`src/rtl/opstage_pkg.sv`:
```
// rtl/opstage_pkg.sv - shared encodings and default widths for the operand stage
package opstage_pkg;

    localparam int XLEN  = 32;
    localparam int IMM_W = 20;
    localparam int OFF_W = 15;
    localparam int JMP_W = 25;
    localparam int RA_W  = 5;

    typedef enum logic [1:0] {
        SRC_REG = 2'd0,
        SRC_IMM = 2'd1,
        SRC_OFF = 2'd2,
        SRC_JMP = 2'd3
    } src_sel_e;

endpackage

```
`src/rtl/operand_stage_if.sv`:
```
// rtl/operand_stage_if.sv - ID/MEM/WB/ALU-side signal bundle of the operand stage
interface operand_stage_if #(
    parameter int XLEN  = opstage_pkg::XLEN,
    parameter int IMM_W = opstage_pkg::IMM_W,
    parameter int OFF_W = opstage_pkg::OFF_W,
    parameter int JMP_W = opstage_pkg::JMP_W,
    parameter int RA_W  = opstage_pkg::RA_W
) ();

    // ID side
    logic             in_valid;
    logic             in_ready;
    logic [RA_W-1:0]  rs1_addr;
    logic [RA_W-1:0]  rs2_addr;
    logic [XLEN-1:0]  read_data1;
    logic [XLEN-1:0]  read_data2;
    logic [1:0]       src_sel;
    logic             use_rs2;
    logic             zext;
    logic [IMM_W-1:0] immediate;
    logic [OFF_W-1:0] imm_addr;
    logic [JMP_W-1:0] jump_off;

    // MEM and WB stage write-back info
    logic             mem_wr_en;
    logic             mem_is_load;
    logic [RA_W-1:0]  mem_wr_addr;
    logic [XLEN-1:0]  mem_wr_data;
    logic             wb_wr_en;
    logic [RA_W-1:0]  wb_wr_addr;
    logic [XLEN-1:0]  wb_wr_data;

    // ALU side
    logic             out_valid;
    logic             out_ready;
    logic [XLEN-1:0]  input1;
    logic [XLEN-1:0]  input2;
    logic [XLEN-1:0]  store_data;
    logic             hazard;

    modport slave (
        input  in_valid, rs1_addr, rs2_addr, read_data1, read_data2,
               src_sel, use_rs2, zext, immediate, imm_addr, jump_off,
               mem_wr_en, mem_is_load, mem_wr_addr, mem_wr_data,
               wb_wr_en, wb_wr_addr, wb_wr_data, out_ready,
        output in_ready, out_valid, input1, input2, store_data, hazard
    );

    modport master (
        output in_valid, rs1_addr, rs2_addr, read_data1, read_data2,
               src_sel, use_rs2, zext, immediate, imm_addr, jump_off,
               mem_wr_en, mem_is_load, mem_wr_addr, mem_wr_data,
               wb_wr_en, wb_wr_addr, wb_wr_data, out_ready,
        input  in_ready, out_valid, input1, input2, store_data, hazard
    );

endinterface

```
`src/rtl/operand_extend.sv`:
```
// rtl/operand_extend.sv - zero/sign extension of an instruction field to XLEN
module operand_extend #(
    parameter int IN_W = 20,
    parameter int XLEN = 32
) (
    input  logic [IN_W-1:0] field,
    input  logic            zext,
    output logic [XLEN-1:0] value
);

    // Fill the upper bits with zeros or with copies of the field MSB
    always_comb begin
        value = zext ? {{(XLEN-IN_W){1'b0}}, field}
                     : {{(XLEN-IN_W){field[IN_W-1]}}, field};
    end

endmodule

```
`src/rtl/operand_stage.sv`:
```
// rtl/operand_stage.sv - registered ID->EX operand selection with forwarding (OPSTAGE_FWD_EN)
module operand_stage
    import opstage_pkg::*;
#(
    parameter int XLEN  = opstage_pkg::XLEN,
    parameter int IMM_W = opstage_pkg::IMM_W,
    parameter int OFF_W = opstage_pkg::OFF_W,
    parameter int JMP_W = opstage_pkg::JMP_W,
    parameter int RA_W  = opstage_pkg::RA_W
) (
    input  logic            clk,
    input  logic            rst_n,
    operand_stage_if.slave  bus
);

    logic [XLEN-1:0] imm_ext;
    logic [XLEN-1:0] off_ext;
    logic [XLEN-1:0] jmp_ext;
    logic [XLEN-1:0] rs1_val;
    logic [XLEN-1:0] rs2_val;
    logic [XLEN-1:0] op2_val;
    logic            hazard;
    logic            in_ready;
    logic            transfer;

    logic            out_valid_q;
    logic [XLEN-1:0] input1_q;
    logic [XLEN-1:0] input2_q;
    logic [XLEN-1:0] store_data_q;

    operand_extend #(.IN_W(IMM_W), .XLEN(XLEN)) u_ext_imm (
        .field (bus.immediate),
        .zext  (bus.zext),
        .value (imm_ext)
    );

    operand_extend #(.IN_W(OFF_W), .XLEN(XLEN)) u_ext_off (
        .field (bus.imm_addr),
        .zext  (bus.zext),
        .value (off_ext)
    );

    operand_extend #(.IN_W(JMP_W), .XLEN(XLEN)) u_ext_jmp (
        .field (bus.jump_off),
        .zext  (bus.zext),
        .value (jmp_ext)
    );

`ifdef OPSTAGE_FWD_EN
    logic mem_fwd1;
    logic mem_fwd2;
    logic wb_fwd1;
    logic wb_fwd2;
    logic load_hit1;
    logic load_hit2;

    // Forward from MEM (non-load only) then WB; MEM is younger so it wins
    always_comb begin
        mem_fwd1 = bus.mem_wr_en && !bus.mem_is_load && (bus.mem_wr_addr == bus.rs1_addr);
        mem_fwd2 = bus.mem_wr_en && !bus.mem_is_load && (bus.mem_wr_addr == bus.rs2_addr);
        wb_fwd1  = bus.wb_wr_en && (bus.wb_wr_addr == bus.rs1_addr);
        wb_fwd2  = bus.wb_wr_en && (bus.wb_wr_addr == bus.rs2_addr);

        if (bus.rs1_addr == '0)  rs1_val = '0;
        else if (mem_fwd1)       rs1_val = bus.mem_wr_data;
        else if (wb_fwd1)        rs1_val = bus.wb_wr_data;
        else                     rs1_val = bus.read_data1;

        if (bus.rs2_addr == '0)  rs2_val = '0;
        else if (mem_fwd2)       rs2_val = bus.mem_wr_data;
        else if (wb_fwd2)        rs2_val = bus.wb_wr_data;
        else                     rs2_val = bus.read_data2;
    end

    // A load in MEM has no data yet, so a dependent ID instruction must wait one cycle
    always_comb begin
        load_hit1 = bus.mem_wr_addr == bus.rs1_addr;
        load_hit2 = bus.use_rs2 && (bus.mem_wr_addr == bus.rs2_addr);
        hazard    = bus.in_valid && bus.mem_wr_en && bus.mem_is_load &&
                    (bus.mem_wr_addr != '0) && (load_hit1 || load_hit2);
    end
`else
    logic mem_hit;
    logic wb_hit;
    logic unused_fwd;

    // Operands come straight from the write-first register file
    always_comb begin
        rs1_val = bus.read_data1;
        rs2_val = bus.read_data2;
    end

    // Without bypass paths any pending write to a source register stalls ID
    always_comb begin
        mem_hit = bus.mem_wr_en && (bus.mem_wr_addr != '0) &&
                  ((bus.mem_wr_addr == bus.rs1_addr) ||
                   (bus.use_rs2 && (bus.mem_wr_addr == bus.rs2_addr)));
        wb_hit  = bus.wb_wr_en && (bus.wb_wr_addr != '0) &&
                  ((bus.wb_wr_addr == bus.rs1_addr) ||
                   (bus.use_rs2 && (bus.wb_wr_addr == bus.rs2_addr)));
        hazard  = bus.in_valid && (mem_hit || wb_hit);
    end

    assign unused_fwd = ^{bus.mem_is_load, bus.mem_wr_data, bus.wb_wr_data};
`endif

    // Operand-2 source: forwarded rs2 or one of the extended instruction fields
    always_comb begin
        case (src_sel_e'(bus.src_sel))
            SRC_IMM: op2_val = imm_ext;
            SRC_OFF: op2_val = off_ext;
            SRC_JMP: op2_val = jmp_ext;
            default: op2_val = rs2_val;
        endcase
    end

    // Accept from ID when not stalled and the output slot is free or being drained
    always_comb begin
        in_ready = !hazard && (!out_valid_q || bus.out_ready);
        transfer = bus.in_valid && in_ready;
    end

    // One-entry pipeline register towards the ALU
    always_ff @(posedge clk or negedge rst_n) begin
        if (!rst_n) begin
            out_valid_q  <= 1'b0;
            input1_q     <= '0;
            input2_q     <= '0;
            store_data_q <= '0;
        end else if (transfer) begin
            out_valid_q  <= 1'b1;
            input1_q     <= rs1_val;
            input2_q     <= op2_val;
            store_data_q <= rs2_val;
        end else if (bus.out_ready) begin
            out_valid_q  <= 1'b0;
        end
    end

    assign bus.in_ready   = in_ready;
    assign bus.hazard     = hazard;
    assign bus.out_valid  = out_valid_q;
    assign bus.input1     = input1_q;
    assign bus.input2     = input2_q;
    assign bus.store_data = store_data_q;

endmodule
```
`src/flat_wrapper.sv`:
```
// flat-port wrapper written by rule: the top's interface ports become plain ports
module operand_stage_flat import opstage_pkg::*;
#(
    parameter int XLEN  = opstage_pkg::XLEN,
    parameter int IMM_W = opstage_pkg::IMM_W,
    parameter int OFF_W = opstage_pkg::OFF_W,
    parameter int JMP_W = opstage_pkg::JMP_W,
    parameter int RA_W  = opstage_pkg::RA_W
)
  (clk, rst_n, bus_in_valid, bus_rs1_addr, bus_rs2_addr, bus_read_data1, bus_read_data2, bus_src_sel, bus_use_rs2, bus_zext, bus_immediate, bus_imm_addr, bus_jump_off, bus_mem_wr_en, bus_mem_is_load, bus_mem_wr_addr, bus_mem_wr_data, bus_wb_wr_en, bus_wb_wr_addr, bus_wb_wr_data, bus_out_ready, bus_in_ready, bus_out_valid, bus_input1, bus_input2, bus_store_data, bus_hazard);
  operand_stage_if #(.XLEN(XLEN), .IMM_W(IMM_W), .OFF_W(OFF_W), .JMP_W(JMP_W), .RA_W(RA_W)) bus_i ();
  input  logic clk;
  input  logic rst_n;
  input wire logic [$bits(bus_i.in_valid)-1:0] bus_in_valid;
  input wire logic [$bits(bus_i.rs1_addr)-1:0] bus_rs1_addr;
  input wire logic [$bits(bus_i.rs2_addr)-1:0] bus_rs2_addr;
  input wire logic [$bits(bus_i.read_data1)-1:0] bus_read_data1;
  input wire logic [$bits(bus_i.read_data2)-1:0] bus_read_data2;
  input wire logic [$bits(bus_i.src_sel)-1:0] bus_src_sel;
  input wire logic [$bits(bus_i.use_rs2)-1:0] bus_use_rs2;
  input wire logic [$bits(bus_i.zext)-1:0] bus_zext;
  input wire logic [$bits(bus_i.immediate)-1:0] bus_immediate;
  input wire logic [$bits(bus_i.imm_addr)-1:0] bus_imm_addr;
  input wire logic [$bits(bus_i.jump_off)-1:0] bus_jump_off;
  input wire logic [$bits(bus_i.mem_wr_en)-1:0] bus_mem_wr_en;
  input wire logic [$bits(bus_i.mem_is_load)-1:0] bus_mem_is_load;
  input wire logic [$bits(bus_i.mem_wr_addr)-1:0] bus_mem_wr_addr;
  input wire logic [$bits(bus_i.mem_wr_data)-1:0] bus_mem_wr_data;
  input wire logic [$bits(bus_i.wb_wr_en)-1:0] bus_wb_wr_en;
  input wire logic [$bits(bus_i.wb_wr_addr)-1:0] bus_wb_wr_addr;
  input wire logic [$bits(bus_i.wb_wr_data)-1:0] bus_wb_wr_data;
  input wire logic [$bits(bus_i.out_ready)-1:0] bus_out_ready;
  output wire logic [$bits(bus_i.in_ready)-1:0] bus_in_ready;
  output wire logic [$bits(bus_i.out_valid)-1:0] bus_out_valid;
  output wire logic [$bits(bus_i.input1)-1:0] bus_input1;
  output wire logic [$bits(bus_i.input2)-1:0] bus_input2;
  output wire logic [$bits(bus_i.store_data)-1:0] bus_store_data;
  output wire logic [$bits(bus_i.hazard)-1:0] bus_hazard;
  assign bus_i.in_valid = bus_in_valid;
  assign bus_i.rs1_addr = bus_rs1_addr;
  assign bus_i.rs2_addr = bus_rs2_addr;
  assign bus_i.read_data1 = bus_read_data1;
  assign bus_i.read_data2 = bus_read_data2;
  assign bus_i.src_sel = bus_src_sel;
  assign bus_i.use_rs2 = bus_use_rs2;
  assign bus_i.zext = bus_zext;
  assign bus_i.immediate = bus_immediate;
  assign bus_i.imm_addr = bus_imm_addr;
  assign bus_i.jump_off = bus_jump_off;
  assign bus_i.mem_wr_en = bus_mem_wr_en;
  assign bus_i.mem_is_load = bus_mem_is_load;
  assign bus_i.mem_wr_addr = bus_mem_wr_addr;
  assign bus_i.mem_wr_data = bus_mem_wr_data;
  assign bus_i.wb_wr_en = bus_wb_wr_en;
  assign bus_i.wb_wr_addr = bus_wb_wr_addr;
  assign bus_i.wb_wr_data = bus_wb_wr_data;
  assign bus_i.out_ready = bus_out_ready;
  assign bus_in_ready = bus_i.in_ready;
  assign bus_out_valid = bus_i.out_valid;
  assign bus_input1 = bus_i.input1;
  assign bus_input2 = bus_i.input2;
  assign bus_store_data = bus_i.store_data;
  assign bus_hazard = bus_i.hazard;
  operand_stage #(.XLEN(XLEN), .IMM_W(IMM_W), .OFF_W(OFF_W), .JMP_W(JMP_W), .RA_W(RA_W)) u_core (.clk(clk), .rst_n(rst_n), .bus(bus_i));
endmodule
```
`config.mk`:
```
export PLATFORM = sky130hd
export DESIGN_NAME = operand_stage_flat
export DESIGN_NICKNAME = d
export VERILOG_FILES = /design/src/rtl/opstage_pkg.sv /design/src/rtl/operand_stage_if.sv /design/src/rtl/operand_extend.sv /design/src/rtl/operand_stage.sv /design/src/flat_wrapper.sv
export SDC_FILE = /design/constraint.sdc
export NUM_CORES = 1
export LEC_CHECK = 0
export ABC_AREA = 1
export CAP_MARGIN = 20
export CORE_AREA = 2 2 124 126
export DETAILED_ROUTE_END_ITERATION = 12
export DIE_AREA = 0 0 126 128
export MAX_ROUTING_LAYER = met4
export PLACE_DENSITY = 0.83
export SETUP_SLACK_MARGIN = 0.3
export SYNTH_ARGS = -nofsm -noshare
export SYNTH_HDL_FRONTEND = slang
export SYNTH_SLANG_ARGS = --single-unit
export TNS_END_PERCENT = 1
```
`constraint.sdc`:
```
create_clock -name clk -period 1.46 [get_ports clk]
set_input_delay 0.292 -clock clk [delete_from_list [all_inputs] [get_ports clk]]
set_output_delay 0.292 -clock clk [all_outputs]
set_load 0.05 [all_outputs]
```
==> summary.md <==
| Metric | Value |
|---|---|
| Vias in the first global route | `5,750` |
| Max-cap viol count | `0` |
| #FFs+latches synth | `just under 100` |
| Slowest library cell on the worst path | `clkdlybuf4s15_1` |
| Drc violations | `0` |
| Layout fillers | `~1,200` |
| Drt first pass iters | `5` |
| Switching Share | `39.8%` |
| Most common cell in the netlist | `nand2_1` |
| Die width | `about 130 um` |
| Hold crit path type | `in -> async` |
| Total wire length | `approximately 18,000 um` |
| Clock power share | `20.5%` |
| Synth Net Count | `899` |
| Initial DRC Count | `about 430` |
| Nets | `between 1,000 and 1,500` |
| Worst setup SP type | `primary input` |
| Switching power total | `0.00469 W` |
| PwrDens | `1260 mW/mm2` |
| Area leader, netlist | `dfrtp_1` |
| Fin worst setup slack | `-168 ps` |
| Area grow syn2layout | `85.6%` |
| Total Die Area | `approximately 0.016 mm2` |
| Top_reg_cell synth | `dfrtp_1` |
| Die Y | `between 100 and 150 um` |
| Period minus WS final | `about 1600 ps` |
| GRT overflow | `0` |
| Netlist cell types | `15` |
| Worst-margin pin slew | `between 300 and 400 ps` |
| First-pass GRT wire length | `about 30,000 um` |
| Synth cell count leaders | `351 x nand2_1, 123 x nand4_1, 97 x dfrtp_1` |
| Lkg Pwr | `4.56 nW` |
| Final Hold Fails | `0` |
| Design area | `0.00935 mm2` |
| Clk root buf | `clkbuf_16` |
| Syn avg cell area | `around 7.4 um2` |
| Initial antenna violation count | `0` |
| CP required | `between 1000 and 1500 ps` |
| Post-DP HPWL | `13,900 um` |
| Unrepaired setup endpoints after global routing | `yes` |
| Comb pwr share | `47.9%` |
| Violated checks | `negative setup slack` |
| Final period util | `111%` |
| Initial core utilization | `33.9%` |
| Via Count | `roughly 5,700` |
| Stages on worst setup path | `11` |
| CP Class | `in -> out` |
| Largest net degree at the start of global routing | `57` |
| Syn. warnings | `0` |
| Crit-path cells | `clkdlybuf4s15_1 > nand2_1 > nor2_2 > nand3_1 > nand2_1 > nand2_2 > nand2_2 > inv_4 > nor2_4 > nor2_4 > buf_12` |
| Port bufs | `252` |
| GRT Util Overall | `23.7%` |
| Post-synthesis sequential area ratio | `between 40% and 50%` |
| WP data arrival | `roughly 1300 ps` |
| Int Power | `~0.0071 W` |
| Share of post-route cells with drive strength above 1 | `about a quarter` |
| Status | `complete, but fails checks` |
| Area of the multi-input gates | `~0.0023 mm2` |
| Slew margin rel. | `approximately 75%` |
| Htree depth | `3` |
| Endpoints failing setup | `just over 80` |
| Crit path max-delay family | `simple AND/OR/NAND/NOR gates` |
| N_diodes | `0` |
| Sequential cell area | `0.00243 mm2` |
| CTS Sinks | `97` |
| Placed inst area | `between 0.008 and 0.009 mm2` |
| Sequential share of power | `about a third` |
| Post-Syn Instances | `slightly below 700` |
| CP bufs+invs | `3` |
| Post-route setup TNS | `-6270 ps` |
| Worst Reg-to-Reg Cells | `7` |
| CP endpoint kind | `primary output` |
| Num CTS Buffers | `9` |
| Peak supply drop | `~0.69 mV` |
| Cell Area, Synth | `roughly 0.0050 mm2` |
| Rows | `between 40 and 50` |
| Async set or reset register ratio after synthesis | `100%` |
| Final Skew | `roughly 15 ps` |
| Final GP Congestion | `between 0.8 and 0.9` |
| CTS tree | `done` |
| Clock tree buffer depth | `2` |
| Io pins | `about 320` |
| Post-DR vias/cell | `5.07` |
| Fmax | `614 MHz` |
| Critical path's largest stage delay | `approximately 200 ps` |
| Count of final max-slew check failures | `0` |
| Worst-path maximum fanout | `2` |
| Clk_lat worst skew | `approximately 350 ps` |
| Routed Antenna Nets | `0` |
| Place WS | `-731 ps` |
| Top cell type's share of synthesized area | `around half` |
| Reg clk slew, reported paths | `80 ps` |
| Core area | `0.0149 mm2` |
| Post-synth EDFFs | `0` |
| Top cells by area, synth | `dfrtp_1 48%, nand2_1 26%, nand4_1 15%` |
| Drt wl/cell | `16.4 um` |
-- logic make-up (layout without fill, tap and decap cells) --
| family | count (synthesis) | after routing | synth area share (%) |
|---|---|---|---|
| AOI/OAI and AO/OA | 3 | 3 | 0.373 |
| xor gates and xnor gates | 2 | 2 | 0.348 |
| buffers and inverters | 80 | 337 | 7.53 |
| DFF | 97 | 97 | 48.2 |
| and+or+nand+nor | 498 | 498 | 43.6 |
-- final timing paths --
check | startpoint | end | slack, ps
max | bus_use_rs2 | bus_in_ready | -170
min | rst_n | u_core.bus.store_data[6] | 330
max reg2reg | u_core.bus.out_valid | u_core.bus.input1[13] | 50
min reg2reg | u_core.bus.input1[26] | u_core.bus.input1[26] | 550
max in group asynchronous | rst_n | u_core.bus.store_data[19] | 630
min in group clk | bus_in_valid | u_core.bus.input1[23] | 480
-- layout by cell type, fill, tap and decap left out, drive strengths merged --
cell type	netlist	final
clkdlybuf4s15	0	1
dfrtp	97	97
inv	31	33
clkbuf	13	9
xnor2	2	2
nand3	6	6
nand4	124	124
clkinv	0	5
o21ai	2	2
a31o	1	1
nand2	351	351
dlygate4sd2	0	2
dlygate4sd3	0	1
clkdlybuf4s50	0	128
nor2	17	17
buf	36	158
-- state kept, by name, indices dropped and copies added (netlist names) --
| signal | cells |
|---|---|
| u_core.bus.input2 | 32 |
| u_core.bus.out_valid | 1 |
| u_core.bus.input1 | 32 |
| u_core.bus.store_data | 32 |
-- stage by stage --
stage | hold slack, ps | utilization (%) | cells | power (W)
6_report | 327 | 62.9 | 1125 | 0.0118
5_1_grt | 328 | 62.9 | 1125 | 0.0123
4_1_cts | 314 | 62.2 | 1125 | 0.0119
3_5_place_dp | 148 | 59.8 | 1104 | 0.00939
3_3_place_gp | 148 | 59.8 | 1104 | 0.00931
2_1_floorplan | -3.59 | - | 680 | 0.00612
-- final cells by class --
cell class	instances	area share (%)
Tap cell	188	2.52
Timing Repair Buffer	290	42.0
Sequential cell	97	26.0
Clock inverter	7	0.870
Clock buffer	9	2.41
Inverter	31	1.37
Multi-Input combinational cell	503	24.9
-- worst reg2reg max path: stages, from the launching register on --
cell	delay, ps
dfrtp_2	380
inv_1	40
nor2_1	150
clkinv_2	170
nand4_4	190
buf_12	230
nand2_1	110
nand2_1	90
-- what timing repair did --
| item | 4_1_cts | 5_1_grt |
|---|---|---|
| buffers inserted | 4 | 0 |
| hold buffers | 1 | 0 |
| setup endpoints to repair | 196 | 196 |
| hold endpoints to repair | 9 | 0 |
| pin swaps | 24 | 32 |
| gates resized for setup | 116 | 31 |
-- power groups by stage --
| stage | combinational (W) | clock [W] | sequential (W) |
|---|---|---|---|
| after detailed placement | 0.00563 | 0 | 0.00376 |
| after global routing | 0.00591 | 0.00258 | 0.00378 |
| after global placement | 0.00557 | 0 | 0.00374 |
| after floorplan | 0.000911 | 0 | 0.00521 |
| after CTS | 0.00565 | 0.00248 | 0.00372 |
| final | 0.00564 | 0.00242 | 0.00372 |
-- routing by layer --
layer  routed length (um)  vias up  part of all wire [%]  global-route usage [%]
met1                 7340     2693                    40                    28.0
met2                 9400      222                    51                    40.9
met4                  403        0                   2.2                    7.50
met5                    0        -                     0                       -
li1                     -     2756                     -                       -
met3                 1300       28                   7.1                    4.84
No activity file was read; power rests on OpenSTA's default activity.
==> RTL edit 1, RTL diff (same settings) <==
The package constant `JMP_W` goes from 25 to 29.
--- a/src/rtl/opstage_pkg.sv
+++ b/src/rtl/opstage_pkg.sv
@@ -4,7 +4,7 @@
     localparam int XLEN  = 32;
     localparam int IMM_W = 20;
     localparam int OFF_W = 15;
-    localparam int JMP_W = 25;
+    localparam int JMP_W = 29;
     localparam int RA_W  = 5;
 
     typedef enum logic [1:0] {
Interface: changed (resized bus_jump_off); port bits go from 318 to 322. No check against the original RTL was run, so the function may have changed too.
==> RTL edit 1 against the unedited design <==
The flow still finishes with violations (negative setup slack). Final area is 4.6% higher. Critical endpoint unchanged. Routed wire length is 7.5% higher. Power is 1.8% higher. Highest routed layer unchanged. Clock skew is 0.0023 ns lower. Setup slack worse by 0.076 ns. Sequential cell count stayed put. Area after synthesis is 0.72% higher. Combinational power is 4.3% higher. Register-to-register slack better by 0.07 ns.
==> RTL edit 1: results (changes against the unedited design) <==
Parameter                              Value

Outcome
  Status ... finished, violations left
  Failing checks ... negative setup slack

Drt
  Routed length per placed instance ... 17.3 um (+5.8%)
  Via density per instance ... 5.18 (+2.3%)
  Number of iterations in the first detailed-routing pass ... 5 (unchanged)
  Detailed Route WL ... 19,800 um (+7.5%)
  Iteration-0 DRC count of the detailed router ... 297 (-31%)

Pwr
  Switching power share of the total ... 39.8% (about the same)
  Cell leakage power ... 4.68 nW (+2.6%)
  Highest ir drop seen on vdd ... 819 uV (+18%)

Clock network
  Cts bufs inserted ... 9 (unchanged)
  Later-pin clock latency in the skew report ... 0.35 ns (about the same)

Synth
  Synth area leaders ... dfrtp_1 48%, nand2_1 26%, nand4_1 16%
  Total nets after synthesis ... 909 (+1.1%)
  Sequential area share after synthesis ... 47.9% (-0.34 points)
  Most common library cells after synthesis ... 351 x nand2_1, 127 x nand4_1, 97 x dfrtp_1, 22 x inv_1
  Count of warnings emitted by yosys ... 0 (unchanged)
  Post-Synthesis Mean Instance Area ... 7.39 um^2 (-0.16%)
  Distinct cell type count of the synthesized netlist ... 16 (+1)

STA
  Worst clock skew ... 0.0126 ns (-0.00231 ns)
  Slew at the pin closest to its max-slew limit ... 0.346 ns (-0.0255 ns)
  Final setup violation count ... 2 (-98%)
  Hold Slack ... 0.392 ns (+0.0654 ns)
  Final Worst Setup Slack ... -0.243 ns (-0.0756 ns)

Setup path
  CP Data Arrival Time ... 1.41 ns (+0.07 ns)
  R2R Path End ... u_core.bus.input1[28]
  Slowest stage delay, CP ... 0.15 ns (-0.05 ns)
  Biggest fanout along the worst timing path ... 3 (+1)
  Startpoint of the worst register-to-register path ... u_core.bus.out_valid
  Library cell contributing the largest single delay on the critical path ... nor2_4
  Register-to-register setup slack ... 0.12 ns (+0.07 ns)

Placed design
  DP HPWL ... 14,500 um (+4.5%)
  Quantity of I/O buffers inserted on ports ... 256 (+1.6%)
  Setup WS pre-CTS ... -0.782 ns (-0.0506 ns)
  Number of cells after detailed placement ... 1,122 (+1.6%)
  Final Wtd Congestion ... 0.905 (+7.6%)

Finish
  Final-stage net count ... 1,172 (+1.8%)
  Fill count ... 1,106 (-8.1%)
  Share of post-route cells with drive strength above 1 ... 33.8% (+10 points)

Min path
  Hold crit path type ... input port to asynchronous set/reset pin

Global route
  Vias in the first global route ... 6,001 (+4.4%)
  Wire length of the first global-routing pass ... 30,900 um (+4.0%)
  Initial antenna violation count ... 1 (+1)
  Global-route usage over all layers ... 24.9% (+1.1 points)
  Largest net degree at the start of global routing ... 73 (+28%)
-- RTL edit 1: changes by cell type in the layout (fill, tap and decap cells not counted), sizes merged, moves of 2 or more --
cell,change
clkinvlp,+2
clkinv,-3
inv,-2
clkdlybuf4s50,+3
nand4,+4
clkbuf,+3
buf,+10
-- RTL edit 1: final cells by class --
cell class | count | area [um^2] | share of cell area [%]
inverter | 31 | 136 | 1.39
clock inverter | 4 | 28.8 | 0.294
sequential | 97 | 2440 | 24.9
timing repair buffer | 303 | 4090 | 41.8
multi-input combinational | 507 | 2610 | 26.7
tap | 188 | 235 | 2.41
clock buffer | 12 | 246 | 2.52
antenna | 1 | 2.50 | 0.0256
-- RTL edit 1: timing repair --
action / CTS / global route
pin swaps: 59 / 55
endpoints found under the hold margin: 15 / 0
buffers inserted: 3 / 0
hold buffers: 1 / 0
endpoints found under the setup margin: 196 / 196
gates resized for setup: 224 / 49
-- RTL edit 1: how the worst max path moves through the flow --
stage / slack, ns / start / cells past startpoint / to
global route: -0.31 / bus_rs2_addr[1] / 13 / bus_in_ready
floorplan: -0.22 / bus_rs2_addr[2] / 12 / bus_in_ready
global placement: -0.74 / bus_mem_wr_addr[4] / 13 / bus_in_ready
CTS: -0.25 / bus_wb_wr_addr[2] / 13 / bus_in_ready
finish: -0.24 / bus_rs2_addr[1] / 13 / bus_in_ready
detailed placement: -0.78 / bus_rs1_addr[4] / 13 / bus_in_ready
-- RTL edit 1: metrics by stage --
step	instance area (um^2)	util, %	setup TNS (ns)	power, mW
after floorplan	5090	-	-3.42	6.14
after global placement	9050	60.9	-62.35	9.39
after detailed placement	9050	60.9	-67.05	9.47
after CTS	9650	64.9	-0.459	12.0
after global routing	9780	65.8	-2.22	12.5
final	9780	65.8	-0.454	12.0
-- RTL edit 1: kinds of logic (layout without fill, tap and decap cells) --
family | after synthesis | count (layout) | synth area share [%]
other | 0 | 1 | 0
XOR/XNOR | 2 | 2 | 0.345
flip-flops | 97 | 97 | 47.9
buffers and inverters | 82 | 350 | 7.65
AO/OA/AOI/OAI | 3 | 3 | 0.370
AND/OR/NAND/NOR | 502 | 502 | 43.8
-- RTL edit 1: power groups by stage --
| stage | sequential (mW) | combinational (mW) | clock (mW) |
|---|---|---|---|
| 6_report | 3.83 | 5.88 | 2.27 |
| 5_1_grt | 3.89 | 6.14 | 2.45 |
| 2_1_floorplan | 5.22 | 0.919 | 0 |
| 3_3_place_gp | 3.75 | 5.64 | 0 |
| 4_1_cts | 3.81 | 5.86 | 2.34 |
| 3_5_place_dp | 3.77 | 5.70 | 0 |
-- RTL edit 1: routing by layer --
layer / GRT usage (%) / wire length, um / share of wire [%]
met5: - / 0 / 0
met2: 41.5 / 9980 / 50
met4: 8.60 / 606 / 3.1
met3: 7.51 / 1530 / 7.7
met1: 28.6 / 7720 / 39
==> RTL edit 2, RTL diff (same settings) <==
Made on the original files. Reset style: synchronous (`rst_n`), changed in one clocked block.
--- a/src/rtl/operand_stage.sv
+++ b/src/rtl/operand_stage.sv
@@ -121,7 +121,7 @@
     end
 
     // One-entry pipeline register towards the ALU
-    always_ff @(posedge clk or negedge rst_n) begin
+    always_ff @(posedge clk) begin
         if (!rst_n) begin
             out_valid_q  <= 1'b0;
             input1_q     <= '0;
Formal check against the unedited RTL: differs if rst_n is asserted again (counterexample within 4 cycles, from zero or initial values and one cycle with rst_n low); with rst_n held inactive, the same outputs for 4 cycles.
==> RTL edit 2 against the unedited design <==
The run still ends with negative setup slack left. Routed wire length up 11%. Area after synthesis rose by 0.84%. Power is 18% lower. Final area grew 8.9%. Clock skew down 0.0018 ns. Sequential cell count is the same. Sequential share of layout area is 6.7 points lower. Setup slack worse by 0.026 ns. Global-route usage shrank 1.1 points. Largest power group unchanged. Highest routed layer unchanged.
==> RTL edit 2: results (changes against the unedited design) <==
Parameter                              Value

Setup path
  Library cell contributing the largest single delay on the critical path ... nor2_4
  Startpoint of the worst register-to-register path ... u_core.bus.out_valid
  Slowest stage delay, CP ... 0.15 ns (-0.05 ns)
  Biggest fanout along the worst timing path ... 3 (+1)
  Cells on worst reg2reg path ... 10 (+3)
  CP Data Arrival Time ... 1.36 ns (+0.02 ns)
  R2R Path End ... u_core.bus.input1[2]
  Worst path top cell family by delay ... simple AND/OR/NAND/NOR gates
  Register-to-register setup slack ... -0.07 ns (-0.12 ns)

Synth
  Distinct cell type count of the synthesized netlist ... 18 (+3)
  Share of the synthesized area in the top cell type ... 38.2% (-10 points)
  Async set-reset flop share out of synthesis ... 0% (-100 points)
  Sequential area share after synthesis ... 38.2% (-10 points)
  Total nets after synthesis ... 1,086 (+21%)
  Number of instances in the synthesized netlist ... 867 (+28%)
  Top flip-flop cell by instance count after synthesis ... dfxtp_1
  Synth area leaders ... dfxtp_1 38%, nand2_1 24%, nor2_1 15%
  Most common library cells after synthesis ... 331 x nand2_1, 199 x nor2_1, 132 x inv_1, 97 x dfxtp_1, 18 x nand4_1

Global route
  Largest net degree at the start of global routing ... 48 (-16%)
  Vias in the first global route ... 5,953 (+3.5%)
  Wire length of the first global-routing pass ... 28,400 um (-4.6%)
  Global-route usage over all layers ... 22.6% (-1.1 points)
  Initial antenna violation count ... 1 (+1)
  Gr ovfl total ... 0 (unchanged)

Placed design
  Setup WS pre-CTS ... -0.793 ns (-0.0613 ns)
  DP HPWL ... 14,000 um (+0.87%)
  Number of cells after detailed placement ... 1,310 (+19%)
  Final Wtd Congestion ... 0.882 (+4.9%)

Clock network
  Deepest level of the CTS H-tree ... 3 (unchanged)
  Later-pin clock latency in the skew report ... 0.36 ns
  Clk root buf ... clkbuf_16

Min path
  Terminating pin of the worst hold path ... u_core.bus.input1[16]
  Number of instances on the worst hold path ... 3
  Hold crit path type ... input port to flip-flop

Drt
  Detailed Route WL ... 20,500 um (+11%)
  Routed length per placed instance ... 15.2 um (-7.4%)
  Vias ... 6,231 (+9.3%)
  Iteration-0 DRC count of the detailed router ... 251 (-41%)
  Number of nets with antenna violations after detailed routing ... 0 (unchanged)
  Number of iterations in the first detailed-routing pass ... 4 (-1)

Outcome
  Failing checks ... negative setup slack
  Status ... finished, violations left

Finish
  Final-stage net count ... 1,377 (+20%)
  Share of post-route cells with drive strength above 1 ... 27.9% (+4.7 points)

STA
  Hold Slack ... 0.277 ns (-0.0497 ns)
  Total Negative Setup Slacks ... -10.83 ns (-4.57 ns)
  Final setup violation count ... 98 (+20%)
  Final Worst Setup Slack ... -0.194 ns (-0.0263 ns)
  Worst relative slew slack ... 77.1% (+1.8 points)
  Worst clock skew ... 0.0132 ns (-0.00176 ns)

Pwr
  Highest ir drop seen on vdd ... 726 uV (+4.5%)
  Cell leakage power ... 4.98 nW (+9.3%)
  Cell-internal power ... 6.18 mW (-13%)
## RTL edit 2: cell count changes in the layout (fill, tap and decap cells not counted), moves of 20 or more
cell and delta:
nand4_1 -105, dfxtp_2 +20, nor2_1 +184, nand2_2 +45
dfxtp_1 +77, inv_1 +102, dfrtp_1 -96, nand2_1 -67
## RTL edit 2: metrics by stage
stage / cell area [um^2] / total power [mW]
finish: 10200 / 9.65
global route: 10200 / 10.1
CTS: 9460 / 9.27
detailed placement: 9090 / 6.89
global placement: 9090 / 6.82
floorplan: 5140 / 4.90
## RTL edit 2: worst max path at each step
| stage | from | end | cells past startpoint |
|---|---|---|---|
| finish | bus_rs1_addr[2] | bus_in_ready | 11 |
| global placement | bus_rs1_addr[1] | u_core.bus.store_data[29] | 14 |
| global route | bus_wb_wr_addr[0] | u_core.bus.input1[2] | 17 |
| detailed placement | bus_rs1_addr[1] | u_core.bus.input2[28] | 14 |
| floorplan | bus_rs1_addr[1] | bus_in_ready | 12 |
| CTS | bus_rs1_addr[2] | bus_in_ready | 11 |
## RTL edit 2: layout make-up
| type | instances | area [um^2] |
|---|---|---|
| fillers | 1146 | 4690 |
| repair buffers | 322 | 4520 |
| multi-input cells | 589 | 2610 |
| flip-flops and latches | 97 | 1970 |
| inverters | 139 | 558 |
| clock buffers | 10 | 239 |
| well taps | 188 | 235 |
| clock inverters | 6 | 48.8 |
| diodes | 1 | 2.50 |
## RTL edit 2: timing repair
item,in CTS,in global routing
pin swaps,20,34
setup endpoints to repair,196,188
endpoints found under the hold margin,0,0
resized for setup,144,95
gates cloned,0,19
buffers inserted,4,2
## RTL edit 2: worst register-to-register path, delay by kind of cell (launching register included)
kind,cells,cell delay [ns]
DFF,1,0.35
buffers and inverters,5,0.65
and+or+nand+nor,5,0.44
## RTL edit 2: metal layers
layer	routed length [um]	vias up	part of all wire [%]	global-route usage [%]
met5	0	-	0	-
met4	468	0	2.3	8.73
met3	913	39	4.4	4.51
met2	10700	179	52	39.9
met1	8480	2873	41	25.2
li1	-	3140	-	-
## RTL edit 2: kinds of logic after synthesis
family / after synthesis / synth area share [%]
xor+xnor: 2 / 0.345
buf+inv: 181 / 15.2
flops: 97 / 38.2
simple gates: 562 / 42.8
compound gates: 25 / 3.42
## RTL edit 2: power groups by stage
stage	clock network (mW)	registers, mW	logic, mW
4_1_cts	2.39	3.19	3.70
3_5_place_dp	0	3.23	3.65
3_3_place_gp	0	3.22	3.60
6_report	2.35	3.19	4.11
2_1_floorplan	0	3.97	0.932
5_1_grt	2.49	3.22	4.35
